### config.mk
export PLATFORM = sky130hd
export DESIGN_NAME = spike_decoder
export DESIGN_NICKNAME = d
export VERILOG_FILES = /design/src/rtl/spike_pkg.sv /design/src/rtl/spike_window_timer.sv /design/src/rtl/spike_decoder.sv
export SDC_FILE = /design/constraint.sdc
export NUM_CORES = 1
export LEC_CHECK = 0
export ABC_AREA = 1
export BUFFER_PORTS_ARGS = -buffer_cell sky130_fd_sc_hd__buf_2
export CAP_MARGIN = 20
export CORE_ASPECT_RATIO = 1.5
export CORE_MARGIN = 2
export CORE_UTILIZATION = 40
export CTS_CLUSTER_DIAMETER = 60
export DETAILED_ROUTE_END_ITERATION = 6
export SYNTH_ARGS = -nofsm -noshare
export SYNTH_HDL_FRONTEND = slang
export SYNTH_SLANG_ARGS = --single-unit
### constraint.sdc
create_clock -name clk -period 2.45 [get_ports clk]
set_input_delay 0.735 -clock clk [delete_from_list [all_inputs] [get_ports clk]]
set_output_delay 0.735 -clock clk [all_outputs]
set_load 0.05 [all_outputs]
### src/rtl/spike_pkg.sv
// Shared types and default widths for the spike-rate decoder.
// No logic; constants and the FSM state encoding only.
package spike_pkg;
    localparam int COUNT_W_DEF  = 8;
    localparam int WINDOW_W_DEF = 8;

    typedef enum logic {
        IDLE  = 1'b0,
        COUNT = 1'b1
    } state_t;
endpackage

### src/rtl/spike_window_timer.sv
// Window down-counter: flags the final cycle of each counting window.
// Latency: last is combinational from the remaining-cycles register.
// Backpressure: none; the window runs whenever run is high.
module spike_window_timer
    import spike_pkg::*;
#(
    parameter int WINDOW_W = WINDOW_W_DEF
) (
    input  logic                clk,
    input  logic                reset_n,
    input  logic                start,
    input  logic                run,
    input  logic [WINDOW_W-1:0] window_len,
    output logic                last,
    output logic                restart
);
    logic [WINDOW_W-1:0] remaining;
    logic [WINDOW_W-1:0] load_val;

    // A zero length would never expire, so it behaves as a one-cycle window.
    assign load_val = (window_len == '0) ? WINDOW_W'(1) : window_len;
    assign last     = run && (remaining == WINDOW_W'(1));
    assign restart  = start || last;

    always_ff @(posedge clk) begin
        if (!reset_n) begin
            remaining <= '0;
        end else if (restart) begin
            remaining <= load_val;
        end else if (run) begin
            remaining <= remaining - WINDOW_W'(1);
        end else begin
            remaining <= '0;
        end
    end
endmodule

### src/rtl/spike_decoder.sv
// Spike-rate decoder: counts spikes per window, publishes the count via valid/ready.
// Latency: result valid 1 cycle after a window's last cycle; windows run back to back.
// Backpressure: none upstream; an unconsumed result is overwritten and overrun pulses.
// Option: define SPIKE_DECODER_SAT_EN to saturate the count and drive rate_sat.
module spike_decoder
    import spike_pkg::*;
#(
    parameter int WINDOW_W = WINDOW_W_DEF,
    parameter int COUNT_W  = COUNT_W_DEF
) (
    input  logic                clk,
    input  logic                reset_n,
    input  logic                spike_in,
    input  logic                enable,
    input  logic [WINDOW_W-1:0] window_len,
    output logic [COUNT_W-1:0]  rate_out,
    output logic                rate_valid,
    input  logic                rate_ready,
    output logic                overrun,
    output logic                rate_sat
);
    state_t             state;
    logic [COUNT_W-1:0] count;
    logic [COUNT_W-1:0] next_count;
    logic               start;
    logic               run;
    logic               last;
    logic               restart;

    assign start = (state == IDLE) && enable;
    assign run   = (state == COUNT) && enable;

    spike_window_timer #(
        .WINDOW_W (WINDOW_W)
    ) u_timer (
        .clk        (clk),
        .reset_n    (reset_n),
        .start      (start),
        .run        (run),
        .window_len (window_len),
        .last       (last),
        .restart    (restart)
    );

`ifdef SPIKE_DECODER_SAT_EN
    logic ovf;
    logic sat_seen;

    assign ovf        = spike_in && (count == '1);
    assign next_count = ovf ? count : count + COUNT_W'(spike_in);

    // Saturation is sticky within a window and reported with that window's result.
    always_ff @(posedge clk) begin
        if (!reset_n) begin
            sat_seen <= 1'b0;
            rate_sat <= 1'b0;
        end else if (last) begin
            sat_seen <= 1'b0;
            rate_sat <= sat_seen || ovf;
        end else if (run) begin
            sat_seen <= sat_seen || ovf;
        end else begin
            sat_seen <= 1'b0;
        end
    end
`else
    assign next_count = count + COUNT_W'(spike_in);
    assign rate_sat   = 1'b0;
`endif

    always_ff @(posedge clk) begin
        if (!reset_n) begin
            state      <= IDLE;
            count      <= '0;
            rate_out   <= '0;
            rate_valid <= 1'b0;
            overrun    <= 1'b0;
        end else begin
            overrun <= 1'b0;
            case (state)
                IDLE: begin
                    count <= '0;
                    if (enable) state <= COUNT;
                end
                COUNT: begin
                    if (!enable) begin
                        state <= IDLE;
                        count <= '0;
                    end else if (restart) begin
                        count <= '0;
                    end else begin
                        count <= next_count;
                    end
                end
                default: state <= IDLE;
            endcase

            // A load in the same cycle as a handshake replaces the consumed result cleanly.
            if (last) begin
                rate_out   <= next_count;
                rate_valid <= 1'b1;
                overrun    <= rate_valid && !rate_ready;
            end else if (rate_valid && rate_ready) begin
                rate_valid <= 1'b0;
            end
        end
    end
endmodule

# Word-level counts from Yosys, hierarchy flattened
# Cells that the tools add are included.
# word_totals
reg_bits	27
latchBits	0
mem_bits_rw	0
mem_bits_ro	0
out_inout_bits	11
elab_cells	29
n_memories	0
# classes
addsub	2
n_mul	0
div_mod_pow	0
magnitude_cmp	0
n_eq_ne	1
shift	0
n_mux	9
bitwise	1
n_reduce_logical	10
# ops
cell	n
two-way mux 8 bit	5
case mux 8 bit (2 select lines)	1
adder 8 x 1 -> 8 bit	1
== test 8 x 1 -> 1 bit, second input constant	1
zero test 8 bit	1
subtractor 8 x 1 -> 8 bit, second input constant	1
logical AND 1 bit	5
two-way mux 1 bit	3
AND reduction 2 bit	1
nonzero test 2 bit	1
zero test 1 bit	1
logical OR 1 bit	1
inverter 1 bit	1

# Depth between registers and ports, before layout
# depth
word_depth	6
depth_mapped	8
depth_no_buf	8

# Cells and area by module
# From an unflattened synthesis, not the netlist that was laid out.
# unflattened
hier_cells	201
hier_area_um2	1355.0
# modules_own_cells
module	instances	cells_per_inst	area_per_inst_um2
spike_decoder	1	111	805.8
spike_window_timer	1	90	549.3

# Worst setup path before layout
# No wires, ideal clock.
# synth_timing
kind	input-to-reg
start	input port spike_in
end	register rate_out[4]
arrival_time_ns	1.560
required_time_ns	2.336
slack_ns	0.776
cell_stages	7
path_cell_list	ha_1 -> ha_1 -> nand3_1 -> xor2_1 -> nand2_1 -> nand2_1 -> nor2_1
# synth_via
elab_chain_len	1
# synth_rtl
item	line	text
start: declaration	spike_decoder.sv:13	input logic spike_in,
adder 8 x 1 -> 8 bit	spike_decoder.sv:67	assign next_count = count + COUNT_W'(spike_in);
end signal: assignment	spike_decoder.sv:100	rate_out <= next_count;
end: declaration	spike_decoder.sv:16	output logic [COUNT_W-1:0] rate_out,
# No other way between the ends.
# A chain may end at the register's enable or synchronous reset.

# Final worst setup path
# layout_timing
start	register rate_out[1]
end	output port rate_out[1]
# No word-level cell between the ends.

==> reports/qor.yml <==
outcome: "completed"
critPathMaxFanout: 2
slowest_stage: "dfxtp_1"
grt_overflow: 0
critical_path_arrival_ns: 0.89
crit_type: "reg -> out"
hold_start: "rate_out[4]$_SDFFE_PN0P_"
die_h_um: 75.9
path_depth: 1
clk_latency_ns: 0.28
synth_edf_count: 0
drive_gt1_frac: 0.191
worst_slack_ns: 0.827
cts.clk_slew.worst_paths_ns: 0.10
yosysMostFrequentCell: "nand2_1"
syn2layout_area_growth_pct: 14.0
rsz0062_at_grt: "false"
synth_area_leaders: "dfxtp_1 39%, nand2_1 13%, nor2_1 9.0%, inv_1 7.1%, nand3_1 4.0%"
postCtsHoldBufs: 0
synth_nets: 209
ys.flop_type: "dfxtp_1"
finalHoldViolCount: 0
yosys_warnings: 0
top_usage_layer: "met2"
async_flop_share: 0
syn_area_sq_mm: 0.00138
synth-compound-area-share: 0.0535
postCtsSetupRepairBufs: 0
synth_common_cells: "46 x nand2_1, 33 x nor2_1, 27 x dfxtp_1, 26 x inv_1, 11 x nand3_1"
setup_violations: 0
fmax_ghz: 0.616
skew_ns: 0.00413
initial_core_util: 0.412
cpPeakStageDelay_ns: 0.34
synth_top_family_by_area: "simple AND/OR/NAND/NOR gates"
ys_ff_latch: 27
clock-sinks: 27
drv_slew: 0
path_cells: "buf_2"
via_per_inst: 4.57
grt_max_degree: 21
holdWs_ns: 0.489
gr-usage-met3: 0.0157
met2_usage: 0.251
startpoint: "rate_out[1]$_SDFFE_PN0P_"
vias: 1175
place.gp.congestion: 0.758
cts_buffers: 3
worst_setup_path_start_kind: "flip-flop"
finalWorstPathRequiredPeriod_ns: 1.62
dieArea_sq_mm: 0.00395
yosysSeqAreaShare: 0.392
first_global_vias: 1036
synth_top_area_frac: 0.392
crit_required_ns: 1.71
io_buffers: 22
synth_xor_area_frac: 0.0381
syn_inst: 192
ioPinCount: 24
peakVddDrop_mv: 0.291
synth_area_per_cell_sq_um: 7.19
synth-adder-area-share: 0.0363
p_leak_nw: 0.798
rows: 26
powerDensity_mw_per_mm2: 539
max_cap_viol_count: 0
nets: 233
drt_pass1_iterations: 2
root_buffer: "clkbuf_8"
cp-end-kind: "output port"
wl_mm: 2.72
place_ws_ns: 0.595
drt_iter0_markers: 10
tritoncts: "yes"
instances_no_fill: 257
grtUsageTotal: 0.151
r2r_start: "u_timer.remaining[1]$_SDFF_PN0_"
final_antenna_net_count: 0
cp_num_buf_inv: 1
reg2reg_slack_ns: 1.11
final_area_sq_mm: 0.00157
muxShareOfSynthArea: 0
core_area_sq_mm: 0.00335
setup_tns_ns: 0
use_met1: 0.181
n_antenna_cell: 0
ys_types: 26
wl_per_cell_um: 10.6
hold_path.class: "reg -> reg"
path_delay_family: "flip-flops"
grt_pass1_wl_mm: 4.58
r2r_cells: 7
cts_max_level: 1
die_w_um: 52.0
dp.cells: 253
drc_errors: 0
antenna_found_initial: 0
ctsResizeCount: 0
yosysTopAreaCell: "dfxtp_1"
holdPathStages: 2
place_area_sq_mm: 0.00152
fin_crit_sh: 0.663
synthSimpleGateAreaFrac: 0.383
clk_path_buf_depth: 2
dp_hpwl_mm: 2.07
==> routing by layer <==
| metal | up-vias | part of all wire |
|---|---|---|
| met2 | 20 | 0.52 |
| met5 | - | 0 |
| li1 | 635 | - |
| met1 | 514 | 0.42 |
| met3 | 6 | 0.028 |
| met4 | 0 | 0.025 |
==> registers in the layout, summed over array words and instances, names as in the netlist <==
signal             cells
rate_valid             1
state                  1
overrun                1
count                  8
rate_out               8
u_timer.remaining      8
==> area by class of cell <==
type | instances | area [sq um]
Multi-Input combinational cell | 134 | 709
Timing Repair Buffer | 23 | 118
Tap cell | 42 | 52.6
Sequential cell | 27 | 541
Clock inverter | 1 | 7.51
Clock buffer | 3 | 41.3
Fill cell | 356 | 1780
Inverter | 27 | 104
==> kinds of logic (layout without fill, tap and decap cells) <==
family          after synthesis  in the layout
simple gates                111            111
buf+inv                      31             54
flops                        27             27
compound gates               12             12
xor+xnor                      6              6
fa+ha+maj                     4              4
other cells                   1              1
==> cell usage in the layout (no fill, tap or decap), drive strengths merged, types with 4 or more instances in the layout <==
cell   Yosys  routed
nor2      39      39
ha         4       4
inv       27      27
buf        2      23
xor2       4       4
dfxtp     27      27
nand2     49      49
o21ai     11      11
nand3     12      12
nand4      6       6
==> worst paths after layout <==
| path | end |
|---|---|
| worst min register to register | rate_out[4]$_SDFFE_PN0P_ |
| worst max register to register | count[4]$_SDFF_PP0_ |
| worst min-delay path | rate_out[4]$_SDFFE_PN0P_ |
| worst max-delay path | rate_out[1] |
==> where the power goes <==
part           switching, W  leakage, nW  total [W]  internal (W)
clock              0.000150       0.0217   0.000266      0.000116
combinational     0.0000760        0.557   0.000121     0.0000446
sequential        0.0000111        0.219   0.000460      0.000449
total              0.000237        0.798   0.000847      0.000610
==> metrics by stage <==
step / power [W] / util
global route: 0.000888 / 0.469
finish: 0.000847 / 0.469
global placement: 0.000593 / 0.455
detailed placement: 0.000592 / 0.455
CTS: 0.000853 / 0.469
floorplan: 0.000562 / -
Power figures use the tool's default switching activity.
